`src/rtl/usb_tx_sched.sv`:
```
// Transmit scheduler: arbitrates handshake and data requests and sequences each
// grant into a complete FS packet (PID, payload, CRC16) on the UTMI tx port.
module usb_tx_sched #(
  parameter int IFG = 2
) (
  input  logic       clk,
  input  logic       rst,
  input  logic       hs_req,
  input  logic [3:0] hs_pid,
  output logic       hs_ack,
  input  logic       dat_req,
  input  logic [3:0] dat_pid,
  input  logic       dat_zlp,
  input  logic [7:0] dat_data,
  input  logic       dat_valid,
  input  logic       dat_last,
  output logic       dat_ready,
  output logic       dat_done,
  output logic       dat_err,
  output logic [7:0] utmi_data_in,
  output logic       utmi_tx_valid,
  input  logic       utmi_tx_ready,
  output logic       busy
);

  typedef enum logic [2:0] {
    S_IDLE, S_PID, S_DATA, S_CRC_LO, S_CRC_HI, S_GAP
  } state_e;

  localparam logic [3:0] GAP_LOAD = 4'(IFG - 1);

  state_e      state_q, state_d;
  logic        is_hs_q, is_hs_d;
  logic [3:0]  pid_q, pid_d;
  logic        zlp_q, zlp_d;
  logic [15:0] crc_q, crc_d;
  logic [3:0]  gap_q, gap_d;
  logic        tx_valid_q, tx_valid_d;
  logic        hs_ack_q, hs_ack_d;
  logic        dat_done_q, dat_done_d;
  logic        dat_err_q, dat_err_d;
  logic        xfer;

  // Reflected form of the 0x8005 CRC: shifting right consumes each byte LSB
  // first, and the low register byte is the first one on the wire.
  function automatic logic [15:0] crc16_byte(input logic [15:0] crc, input logic [7:0] d);
    logic [15:0] c;
    c = crc;
    for (int i = 0; i < 8; i++) begin
      if (c[0] ^ d[i]) c = (c >> 1) ^ 16'hA001;
      else             c = c >> 1;
    end
    return c;
  endfunction

  assign xfer          = tx_valid_q && utmi_tx_ready;
  assign utmi_tx_valid = tx_valid_q;
  assign hs_ack        = hs_ack_q;
  assign dat_done      = dat_done_q;
  assign dat_err       = dat_err_q;
  assign busy          = (state_q != S_IDLE);

  always_comb begin
    state_d      = state_q;
    is_hs_d      = is_hs_q;
    pid_d        = pid_q;
    zlp_d        = zlp_q;
    crc_d        = crc_q;
    gap_d        = gap_q;
    hs_ack_d     = 1'b0;
    dat_done_d   = 1'b0;
    dat_err_d    = 1'b0;
    utmi_data_in = 8'h00;
    dat_ready    = 1'b0;

    case (state_q)
      S_IDLE: begin
        if (hs_req) begin
          is_hs_d = 1'b1;
          pid_d   = hs_pid;
          zlp_d   = 1'b0;
          crc_d   = 16'hFFFF;
          state_d = S_PID;
        end else if (dat_req) begin
          is_hs_d = 1'b0;
          pid_d   = dat_pid;
          zlp_d   = dat_zlp;
          crc_d   = 16'hFFFF;
          state_d = S_PID;
        end
      end
      S_PID: begin
        utmi_data_in = {~pid_q, pid_q};
        if (xfer) begin
          if (is_hs_q) begin
            hs_ack_d = 1'b1;
            gap_d    = GAP_LOAD;
            state_d  = S_GAP;
          end else if (zlp_q) begin
            state_d = S_CRC_LO;
          end else begin
            state_d = S_DATA;
          end
        end
      end
      S_DATA: begin
        utmi_data_in = dat_data;
        dat_ready    = utmi_tx_ready && dat_valid;
        if (dat_ready) begin
          crc_d = crc16_byte(crc_q, dat_data);
          if (dat_last) state_d = S_CRC_LO;
        end else if (utmi_tx_ready) begin
          // Source starved while the PHY wanted a byte: abandon the packet.
          dat_err_d = 1'b1;
          gap_d     = GAP_LOAD;
          state_d   = S_GAP;
        end
      end
      S_CRC_LO: begin
        utmi_data_in = ~crc_q[7:0];
        if (xfer) state_d = S_CRC_HI;
      end
      S_CRC_HI: begin
        utmi_data_in = ~crc_q[15:8];
        if (xfer) begin
          dat_done_d = 1'b1;
          gap_d      = GAP_LOAD;
          state_d    = S_GAP;
        end
      end
      S_GAP: begin
        if (gap_q == 4'd0) state_d = S_IDLE;
        else               gap_d   = gap_q - 4'd1;
      end
      default: state_d = S_IDLE;
    endcase

    tx_valid_d = (state_d == S_PID) || (state_d == S_DATA) ||
                 (state_d == S_CRC_LO) || (state_d == S_CRC_HI);
  end

  always_ff @(posedge clk or negedge rst) begin
    if (!rst) begin
      state_q    <= S_IDLE;
      is_hs_q    <= 1'b0;
      pid_q      <= 4'h0;
      zlp_q      <= 1'b0;
      crc_q      <= 16'hFFFF;
      gap_q      <= 4'd0;
      tx_valid_q <= 1'b0;
      hs_ack_q   <= 1'b0;
      dat_done_q <= 1'b0;
      dat_err_q  <= 1'b0;
    end else begin
      state_q    <= state_d;
      is_hs_q    <= is_hs_d;
      pid_q      <= pid_d;
      zlp_q      <= zlp_d;
      crc_q      <= crc_d;
      gap_q      <= gap_d;
      tx_valid_q <= tx_valid_d;
      hs_ack_q   <= hs_ack_d;
      dat_done_q <= dat_done_d;
      dat_err_q  <= dat_err_d;
    end
  end

endmodule

```
`config.mk`:
```
export PLATFORM = sky130hd
export DESIGN_NAME = usb_tx_sched
export DESIGN_NICKNAME = d
export VERILOG_FILES = /design/src/rtl/usb_tx_sched.sv
export SDC_FILE = /design/constraint.sdc
export NUM_CORES = 1
export LEC_CHECK = 0
export BUFFER_PORTS_ARGS = -buffer_cell sky130_fd_sc_hd__clkbuf_2
export CAP_MARGIN = 20
export CORE_MARGIN = 1.5
export CORE_UTILIZATION = 50
export DETAILED_ROUTE_END_ITERATION = 10
export GPL_TIMING_DRIVEN = 0
export HOLD_SLACK_MARGIN = 0.08
export MAX_ROUTING_LAYER = met4
export PLACE_DENSITY = 0.77
export REMOVE_ABC_BUFFERS = 1
export SLEW_MARGIN = 20
export SYNTH_ARGS = -nofsm -noshare
export SYNTH_HDL_FRONTEND = slang
export SYNTH_SLANG_ARGS = --single-unit
```
`constraint.sdc`:
```
create_clock -name clk -period 2.75 [get_ports clk]
set_input_delay 0.55 -clock clk [delete_from_list [all_inputs] [get_ports clk]]
set_output_delay 0.55 -clock clk [all_outputs]
set_load 0.01 [all_outputs]
```
Yosys cells after proc, flatten, opt, wreduce, memory -nomap -nowiden
Index checks and enable logic that the tools add are counted.
- flip-flop bits (word level): 33
- input port bits: 24
- output and inout port bits: 14
- word-level logic and storage cells: 122
- $add $sub $neg: 1
- equality and inequality tests: 17
- muxes and demuxes: 61
- bitwise operators: 19
- reduce and logical (&&, ||, !) cells: 14
- operators with widths (cell ; count):
    two-way mux 16 bit ; 25
    two-way mux 4 bit ; 8
    one-hot mux 16 bit (2 select lines) ; 1
    one-hot mux 8 bit (4 select lines) ; 1
    two-way mux 3 bit ; 10
    inverter 2 -> 3 bit ; 8
    one-hot mux 3 bit (6 select lines) ; 1
    inverter 8 bit ; 2
    one-hot mux 4 bit (4 select lines) ; 1
    two-way mux 1 bit ; 14
    inequality test 2 bit, second input constant ; 7
    == test 3 x 2 -> 1 bit, second input constant ; 4
    == test 3 bit, second input constant ; 3
    XOR 1 bit ; 8
    AND reduction 7 bit ; 1
    == test 3 x 1 -> 1 bit, second input constant ; 2
    zero test 4 bit ; 1
    inverter 4 bit ; 1
    nonzero test 2 bit ; 2
    nonzero test 4 bit ; 1
    subtractor 4 x 1 -> 4 bit, second input constant ; 1
    zero test 3 bit ; 1
    logical OR 1 bit ; 3
    inequality test 3 bit, second input constant ; 1
    other kinds (4) ; 5

Longest topological paths before layout
Gate-level depths: netlist of the first run.
- depth in word-level cells: 32
- gate-level depth with buffers: 7

Worst setup path before layout of the first run
No wires, ideal clock.
- path kind: input-to-reg
- start point: in hs_req
- end point: reg gap_q[3]
- data arrival time: 1.737 ns
- setup slack: 0.894 ns
- stages on the path: 6
- cells stage by stage: clkbuf_1 nor2_1 o22ai_1 a2111o_1 o211ai_1 a21bo_1
- RTL lines (element ; line ; source):
    start: declaration ; 8 ; input logic hs_req,
    end signal: assignment ; 160 ; gap_q <= gap_d;
    end: declaration ; 37 ; logic [3:0] gap_q, gap_d;

Final worst setup path of the first run
- start point: reg state_q[1]
- end point: out dat_ready
- word-level cells in the longest chain between the ends: 2
- ends and longest elaborated chain (element ; line ; source):
    start: declaration ; 32 ; state_e state_q, state_d;
    start signal: assignment ; 155 ; state_q <= state_d;
    == test 3 x 2 -> 1 bit ; 76 ; case (state_q)
    two-way mux 1 bit ; 76 ;
    end: declaration ; 17 ; output logic dat_ready,
Every way passes these cells.

==> results by group, run 1 <==
Clock tree
  • CTS resizes: 0
  • Deepest clock path buffer count: 2
  • Clock Sink Count: 33
  • Clock transition at path regs: 0.06 ns
  • CTS Buf Count: 5
  • Worst skew pair latency: 0.29 ns
  • TritonCTS clock tree: built
  • Htree depth: 2
  • Root buffer cell: clkbuf_8
  • Hold_buf cts: 0
  • Post-CTS Setup Bufs: 0

Logic synthesis
  • Flops & latches, synth: 33
  • Mapped Area: 0.00198 mm^2
  • Synthesized instance count: 203
  • YS warnings: 0
  • Share of the synthesized area in the top cell type: 21.5%
  • Syn Area/Cell: 9.73 um^2
  • Synth cell types: 42
  • Largest cells by area after synthesis: dfrtp_1 22%, dfstp_2 21%, xnor2_1 6.6%
  • Post-synthesis sequential area ratio: 42.8%
  • Cell taking the most area after synthesis: dfrtp_1

Worst setup path
  • Crit path depth: 4
  • Crit path required time: 2.20 ns
  • FF-to-FF setup slack: 0.54 ns
  • Worst-path cell chain: nor4bb_1 > nand2_1 > inv_2 > clkbuf_2
  • Critical path class: reg -> out
  • Critical Path Source: state_q[1]$_DFF_PN0_
  • R2R Path Start: state_q[0]$_DFF_PN0_
  • Worst path max stage delay: 0.67 ns
  • CP startpoint kind: flip-flop
  • Critical Path AT: 1.93 ns
  • CP top delay family: flip-flops
  • Slowest cell on the critical path: dfrtp_1
  • Crit Reg-Reg Endpoint: gap_q[3]$_DFFE_PN0P_
  • WP buf/inv: 2
  • Worst Reg2Reg Path Length in Cells: 5
  • Critical Path End Type: output pin
  • Crit path max fanout: 17

STA
  • Skew final: 0.00762 ns
  • Fin. Hold Viols: 0
  • Min Tclk post-route: 2.48 ns
  • RSZ-0062 raised after global routing: no
  • Final Max Slew Viols: 0
  • Rel. slew slack: 46.0%
  • Least-Margin Pin Slew: 0.810 ns
  • Final setup viols: 0
  • Maximum clock frequency: 404 MHz
  • Setup TNS: 0 ns
  • Tcrit/Tclk final: 90.1%

Global route
  • Vias in the first global route: 1,565
  • First-pass GRT wire length: 7440 um
  • Initial antenna violation count: 0
  • Pin count of the biggest net entering global routing: 34
  • GR Overflow Total: 0
  • Global-route usage over all layers: 23.6%

Outcome
  • Outcome: finished clean

Drt
  • 1st-pass router iterations: 4
  • Drt wl/cell: 14.8 um
  • Via count: 1,592
  • Detailed Route WL: 4260 um
  • Initial DRC Count: 92
  • DRC violations left: 0
  • Vias per Instance: 5.53
  • ANT nets after route: 0

Floorplan
  • Die W: 65.9 um
  • Core ar.: 0.00372 mm^2
  • Site Rows: 22
  • Die area: 0.00434 mm^2
  • Die Ht: 65.9 um
  • Starting Density: 53.2%
  • I/O pins: 38

Flow run
  • # Max-Cap Violations: 0

Min path
  • Worst Hold Class: in -> async

Finish
  • Share of cells above drive strength 1: 27.9%
  • Final nets: 265
  • Post-layout instance area: 0.00225 mm^2
  • Diode count: 0
  • Area Overhead vs Synth: 14.1%

Placement
  • Post-DP Area: 0.00217 mm^2
  • Port Buf Inserts: 37
  • HPWL after DPL: 3100 um
  • RePlAce Congestion: 0.819

Power and ir drop
  • Pwr dens: 999 mW/mm^2
  • Max IR drop VDD: 0.444 mV
  • Leakage: 1.07 nW
==> through the flow <==
stage / utilization, % / cells / power (mW) / hold WS, ns / worst slack [ns]
global route: 60.7 / 288 / 2.44 / 0.406 / 0.0659
finish: 60.7 / 288 / 2.25 / 0.349 / 0.273
CTS: 60.6 / 288 / 2.27 / 0.368 / 0.123
floorplan: - / 195 / 1.58 / 0.254 / 0.686
global placement: 58.5 / 280 / 1.89 / 0.497 / 0.349
detailed placement: 58.5 / 280 / 1.91 / 0.500 / 0.302
==> per-layer routing <==
layer | wire [um] | track usage [%] | vias up
li1 | - | - | 783
met5 | 0 | - | -
met4 | 69 | 7.81 | 0
met1 | 1970 | 30.8 | 762
met3 | 207 | 5.28 | 6
met2 | 2010 | 36.6 | 41
==> where the power goes <==
part           internal [mW]  switching (mW)
Clock                  0.179           0.165
Combinational          0.486           0.570
Sequential             0.649           0.202
==> logic make-up (layout without fill, tap and decap cells) <==
logic type	after synthesis	after routing	synth area share, %
and+or+nand+nor	55	55	14.4
adders and majority gates	2	2	1.27
xor gates and xnor gates	22	22	11.7
muxes	13	13	6.59
buffers and inverters	22	59	5.07
AOI/OAI and AO/OA	56	56	18.1
DFF	33	33	42.8
==> registers in the layout, indices dropped and copies added (netlist names) <==
register / flops
hs_ack: 1
zlp_q: 1
dat_err: 1
utmi_tx_valid: 1
crc_q: 16
dat_done: 1
is_hs_q: 1
pid_q: 4
state_q: 3
gap_q: 4
==> synthesized netlist by cell type (all sizes together) <==
cell / n
a31oi: 1
nor3: 5
nor4bb: 2
ha: 2
or3: 1
o22a: 7
xor3: 2
nand4bb: 1
nand2: 14
or4bb: 1
a21oi: 17
nand2b: 5
a21o: 1
clkbuf: 2
a21bo: 1
xor2: 5
nor2: 19
o2bb2ai: 1
dfstp: 16
a22o: 2
xnor2: 15
o22ai: 10
mux2i: 13
a2111o: 1
inv: 14
dfrtp: 17
o21ai: 12
o221ai: 2
nor2b: 4
nand3b: 1
or3b: 1
buf: 6
nor3b: 1
o211ai: 1
==> layout by cell type, fill, tap and decap left out, types with 13 or more instances in the layout <==
cell	instances
a21oi_1	17
nand2_1	14
xnor2_1	15
dfrtp_1	16
clkbuf_2	37
nor2_1	19
dfstp_2	16
mux2i_1	13
inv_1	13
==> worst max path at each step <==
| stage | endpoint | slack (ns) |
|---|---|---|
| after floorplan | gap_q[3]$_DFFE_PN0P_ | 0.69 |
| after global placement | gap_q[0]$_DFFE_PN0P_ | 0.35 |
| after detailed placement | gap_q[3]$_DFFE_PN0P_ | 0.30 |
| after CTS | utmi_data_in[2] | 0.12 |
| after global routing | dat_ready | 0.07 |
| final | dat_ready | 0.27 |
==> cell type report <==
type	instances	area, um^2
timing repair buffer	37	185
tap	48	60.1
clock buffer	8	80.1
fill	350	1460
inverter	14	52.6
sequential	33	847
multi-input combinational	148	1030
Note: power is estimated with default switching activity, not from simulation.
==> run 2: changes to the inputs <==
--- a/config.mk
+++ b/config.mk
@@ -7,7 +7,7 @@
 export LEC_CHECK = 0
 export BUFFER_PORTS_ARGS = -buffer_cell sky130_fd_sc_hd__clkbuf_2
 export CAP_MARGIN = 20
-export CORE_MARGIN = 1.5
+export CORE_MARGIN = 3
 export CORE_UTILIZATION = 50
 export DETAILED_ROUTE_END_ITERATION = 10
 export GPL_TIMING_DRIVEN = 0
==> constraint.sdc (replaced) <==
create_clock -name clk -period 2.4 [get_ports clk]
set_input_delay 0.48 -clock clk [delete_from_list [all_inputs] [get_ports clk]]
set_output_delay 0.48 -clock clk [all_outputs]
set_load 0.01 [all_outputs]
==> results by group, run 2 (synthesized netlist as in run 1, its figures left out) <==
Clock tree
  • Post-CTS Setup Bufs: 0
  • CTS Buf Count: 5
  • Clock Sink Count: 33
  • Hold_buf cts: 0
  • TritonCTS clock tree: built
  • Root buffer cell: clkbuf_8
  • Worst skew pair latency: 0.29 ns
  • Clock transition at path regs: 0.06 ns
  • Deepest clock path buffer count: 2
  • Htree depth: 2

Drt
  • Initial DRC Count: 80
  • Via count: 1,587
  • Vias per Instance: 5.51
  • DRC violations left: 0
  • Drt wl/cell: 14.8 um
  • Detailed Route WL: 4260 um
  • 1st-pass router iterations: 4
  • ANT nets after route: 0

Power and ir drop
  • Pwr dens: 1170 mW/mm^2
  • PnR Total Power: 2.67 mW
  • Max IR drop VDD: 0.544 mV
  • Leakage: 1.08 nW
  • Net switching power: 1.10 mW
  • Power share of the clock group: 17.2%
  • Sequential Power Share: 36.9%
  • Comb pwr share: 45.8%
  • Switching share of total power: 41.2%
  • Pint: 1.57 mW

Worst setup path
  • Critical Path End Type: output pin
  • Critical Path AT: 1.88 ns
  • Worst path max stage delay: 0.60 ns
  • WP buf/inv: 2
  • CP startpoint kind: flip-flop
  • Worst-path cell chain: nor4bb_2 > nand2_2 > inv_2 > clkbuf_2
  • Crit path required time: 1.92 ns
  • R2R Path Start: state_q[0]$_DFF_PN0_
  • Critical path class: reg -> out
  • Critical Path Source: state_q[0]$_DFF_PN0_
  • Slowest cell on the critical path: dfrtp_4
  • Crit path max fanout: 18
  • CP top delay family: simple AND/OR/NAND/NOR gates

Finish
  • Area Overhead vs Synth: 16.0%
  • Most frequent cells in the layout: 37 x clkbuf_2, 19 x nor2_1, 17 x a21oi_1, 16 x dfstp_2
  • Final nets: 265
  • Regs by FF count: crc_q (16), gap_q (4), pid_q (4)
  • Post-route insts no fill: 288
  • Diode count: 0
  • Largest register FFs: 16
  • Commonest non-fill, non-tap cell in the layout: clkbuf_2
  • Share of cells above drive strength 1: 30.8%
  • Largest reg by FF count: crc_q

STA
  • Setup TNS: 0 ns
  • Worst hold slack: 0.266 ns
  • Least-Margin Pin Slew: 0.784 ns
  • Rel. slew slack: 47.8%
  • Skew final: 0.0114 ns
  • Final Max Slew Viols: 0
  • Tcrit/Tclk final: 98.3%
  • Final setup viols: 0
  • Maximum clock frequency: 424 MHz
  • Fin. Hold Viols: 0
  • Min Tclk post-route: 2.36 ns

Floorplan
  • Die W: 68.9 um
  • Die Ht: 68.9 um
  • Core ar.: 0.00374 mm^2
  • Die area: 0.00474 mm^2
  • Site Rows: 22
  • Starting Density: 52.8%
  • I/O pins: 38

Placement
  • HPWL after DPL: 3050 um
  • Port Buf Inserts: 37
  • Placed Cells: 280
  • RePlAce Congestion: 0.909

Global route
  • Initial antenna violation count: 0
  • First-pass GRT wire length: 6840 um
  • Global-route usage over all layers: 20.6%
  • Pin count of the biggest net entering global routing: 34
  • GR Overflow Total: 0
  • Vias in the first global route: 1,497

Outcome
  • Outcome: finished clean

Flow run
  • # Max-Cap Violations: 0

Min path
  • Worst Hold Class: in -> async
[run 2: cell count changes in the layout (fill, tap and decap cells not counted), sizes merged]
cell / before / now
clkinv: 0 / 1
clkbuf: 45 / 44
[run 2: final timing paths]
kind                                   endpoint  slack, ns  depth (start not counted)
max                                   dat_ready       0.04                          4
min                        gap_q[2]$_DFFE_PN0P_       0.27                          1
max reg2reg                gap_q[1]$_DFFE_PN0P_       0.34                          5
min reg2reg                   zlp_q$_DFFE_PN0P_       0.51                          2
max in group asynchronous  state_q[0]$_DFF_PN0_       1.56                          1
min in group clk              dat_err$_DFF_PN0_       0.42                          2
[run 2: final cells by class]
cell class	count	area (um^2)
clock buffers	7	96.3
repair buffers	37	185
well taps	48	60.1
flip-flops and latches	33	851
clock inverters	1	5.00
fillers	329	1450
inverters	14	52.6
multi-input cells	148	1040
[run 2: power by group through the flow]
stage	Combinational (mW)	Clock [mW]	Sequential [mW]
floorplan	0.901	0	0.910
global placement	1.20	0	0.969
detailed placement	1.22	0	0.978
CTS	1.22	0.464	0.973
global route	1.36	0.491	1.01
finish	1.22	0.460	0.987
[run 2: worst reg2reg max path, cell delays in order, from the launching register on]
cell	delay [ns]
dfrtp_4	0.60
or4bb_1	0.57
o22ai_1	0.19
a2111o_1	0.24
o21ai_1	0.14
a22o_1	0.22
[run 2: repair_timing]
action                                  CTS  global route
cloned                                    0             0
resized for setup                         3             3
endpoints found under the setup margin   13             7
[run 2: layer usage]
layer | wire length [um] | share of wire (%) | track usage, % | up-vias
li1 | - | - | - | 788
met1 | 2010 | 47 | 27.0 | 739
met2 | 1900 | 45 | 30.1 | 52
met3 | 267 | 6.3 | 5.51 | 8
met4 | 85 | 2.0 | 8.52 | 0
met5 | 0 | 0 | - | -
[run 2: per-stage QoR]
step / setup WS (ns) / utilization [%] / instance area, um^2
after detailed placement: -0.0398 / 58.1 / 2170
after CTS: 0.0432 / 60.9 / 2280
final: 0.0414 / 61.2 / 2290
after global placement: 0.000965 / 58.1 / 2170
after global routing: -0.0312 / 61.2 / 2290
after floorplan: 0.336 / - / 1930
==> run 3: changes to the inputs <==
--- a/config.mk
+++ b/config.mk
@@ -13,7 +13,7 @@
 export GPL_TIMING_DRIVEN = 0
 export HOLD_SLACK_MARGIN = 0.08
 export MAX_ROUTING_LAYER = met4
-export PLACE_DENSITY = 0.77
+export PLACE_DENSITY_LB_ADDON = 0.05
 export REMOVE_ABC_BUFFERS = 1
 export SLEW_MARGIN = 20
 export SYNTH_ARGS = -nofsm -noshare
==> results by group, run 3 (synthesized netlist as in run 1, its figures left out) <==
Global route
  • First-pass GRT wire length: 7180 um
  • Vias in the first global route: 1,526
  • GR Overflow Total: 0
  • Global-route usage over all layers: 21.4%
  • Initial antenna violation count: 0
  • Pin count of the biggest net entering global routing: 34

Min path
  • Worst Hold Class: in -> async

Placement
  • Pre-CTS setup slack: -0.00934 ns
  • HPWL after DPL: 3230 um
  • Post-DP Area: 0.00217 mm^2
  • Port Buf Inserts: 37
  • RePlAce Congestion: 0.834

STA
  • Tcrit/Tclk final: 95.0%
  • Skew final: 0.00427 ns
  • Rel. slew slack: 45.3%
  • Final setup margin: 0.120 ns
  • Fin. Hold Viols: 0
  • Final Max Slew Viols: 0
  • Least-Margin Pin Slew: 0.821 ns
  • Min Tclk post-route: 2.28 ns
  • Maximum clock frequency: 439 MHz
  • Final setup viols: 0
  • RSZ-0062 raised after global routing: no

Drt
  • ANT nets after route: 0
  • Via count: 1,606
  • DRC violations left: 0
  • Detailed Route WL: 4370 um
  • Vias per Instance: 5.58
  • 1st-pass router iterations: 4
  • Initial DRC Count: 114
  • Drt wl/cell: 15.2 um

Clock tree
  • Deepest clock path buffer count: 2
  • Root buffer cell: clkbuf_8
  • Clock Sink Count: 33
  • Clock transition at path regs: 0.06 ns
  • Htree depth: 2
  • TritonCTS clock tree: built
  • Worst skew pair latency: 0.28 ns
  • Post-CTS Setup Bufs: 0
  • CTS Buf Count: 5

Worst setup path
  • CP startpoint kind: flip-flop
  • Crit path required time: 1.92 ns
  • Worst-path cell chain: nor4bb_2 > nand2_2 > inv_2 > clkbuf_2
  • R2R Path Start: state_q[0]$_DFF_PN0_
  • Critical Path AT: 1.80 ns
  • FF-to-FF setup slack: 0.29 ns
  • Critical path class: reg -> out
  • Worst Reg2Reg Path Length in Cells: 5
  • Critical Path End Type: output pin
  • Crit Reg-Reg Endpoint: gap_q[0]$_DFFE_PN0P_
  • Slowest cell on the critical path: dfrtp_2
  • Crit path max fanout: 18
  • Worst path max stage delay: 0.57 ns

Floorplan
  • Site Rows: 22
  • Core ar.: 0.00374 mm^2
  • I/O pins: 38
  • Starting Density: 52.8%
  • Die area: 0.00474 mm^2
  • Die W: 68.9 um
  • Die Ht: 68.9 um

Finish
  • Share of cells above drive strength 1: 30.8%
  • Largest reg by FF count: crc_q
  • Largest register FFs: 16
  • Final core occ: 61.1%
  • Final nets: 265
  • Most frequent cells in the layout: 37 x clkbuf_2, 19 x nor2_1, 17 x a21oi_1, 16 x dfstp_2
  • Diode count: 0
  • Area Overhead vs Synth: 15.8%
  • Regs by FF count: crc_q (16), gap_q (4), pid_q (4)
  • Post-layout instance area: 0.00229 mm^2
  • Commonest non-fill, non-tap cell in the layout: clkbuf_2

Power and ir drop
  • Comb pwr share: 46.2%
  • Sequential Power Share: 36.4%
  • Net switching power: 1.10 mW
  • Switching share of total power: 41.2%
  • Pint: 1.57 mW
  • Pwr dens: 1160 mW/mm^2
  • Max IR drop VDD: 0.770 mV
  • Leakage: 1.08 nW
  • Power share of the clock group: 17.3%

Flow run
  • # Max-Cap Violations: 0

Outcome
  • Outcome: finished clean
run 3: layout make-up:
class                           count  area, um^2
Fill cell                         336        1460
Tap cell                           48        60.1
Inverter                           14        52.6
Multi-Input combinational cell    148        1040
Clock buffer                        7        96.3
Timing Repair Buffer               37         185
Clock inverter                      1        5.00
Sequential cell                    33         848
run 3: worst max path at each step:
stage	startpoint	to	slack, ns	depth (start not counted)
final	state_q[0]$_DFF_PN0_	dat_ready	0.12	4
after global routing	state_q[0]$_DFF_PN0_	dat_ready	0.02	4
after CTS	state_q[0]$_DFF_PN0_	dat_ready	0.07	4
after detailed placement	state_q[0]$_DFF_PN0_	gap_q[0]$_DFFE_PN0P_	-0.009	5
after global placement	state_q[0]$_DFF_PN0_	gap_q[3]$_DFFE_PN0P_	0.04	5
after floorplan	state_q[0]$_DFF_PN0_	gap_q[3]$_DFFE_PN0P_	0.34	5
run 3: repair_timing:
action / in CTS / in global routing
hold buffers: 0 / 0
gates resized for setup: 3 / 2
endpoints found under the setup margin: 12 / 4
pin swaps: 0 / 0
run 3: critical path: cells and delay by family, from the launching register on:
kind / cells / cell delay (ns)
buffers and inverters: 2 / 0.38
AND/OR/NAND/NOR: 2 / 0.57
flip-flops: 1 / 0.57
run 3: per-layer routing:
layer | global-route usage (%) | vias to the layer above | wire, um
met2 | 33.7 | 51 | 2010
met4 | 7.30 | 0 | 65
met3 | 4.05 | 8 | 278
met1 | 27.7 | 761 | 2010
li1 | - | 786 | -
met5 | - | - | 0
run 3: power by group through the flow:
stage | Clock (mW) | Combinational, mW | Sequential (mW)
detailed placement | 0 | 1.23 | 0.970
global placement | 0 | 1.20 | 0.963
CTS | 0.475 | 1.24 | 0.967
floorplan | 0 | 0.901 | 0.910
finish | 0.462 | 1.23 | 0.972
global route | 0.496 | 1.39 | 1.00
run 3: per-stage QoR:
stage                     std cells  TNS, ns  hold WS (ns)  power, mW
after floorplan                 195        0         0.184       1.81
after global placement          280        0         0.483       2.16
after detailed placement        280  -0.0127         0.503       2.20
after CTS                       288        0         0.301       2.68
after global routing            288        0         0.333       2.89
final                           288        0         0.280       2.67
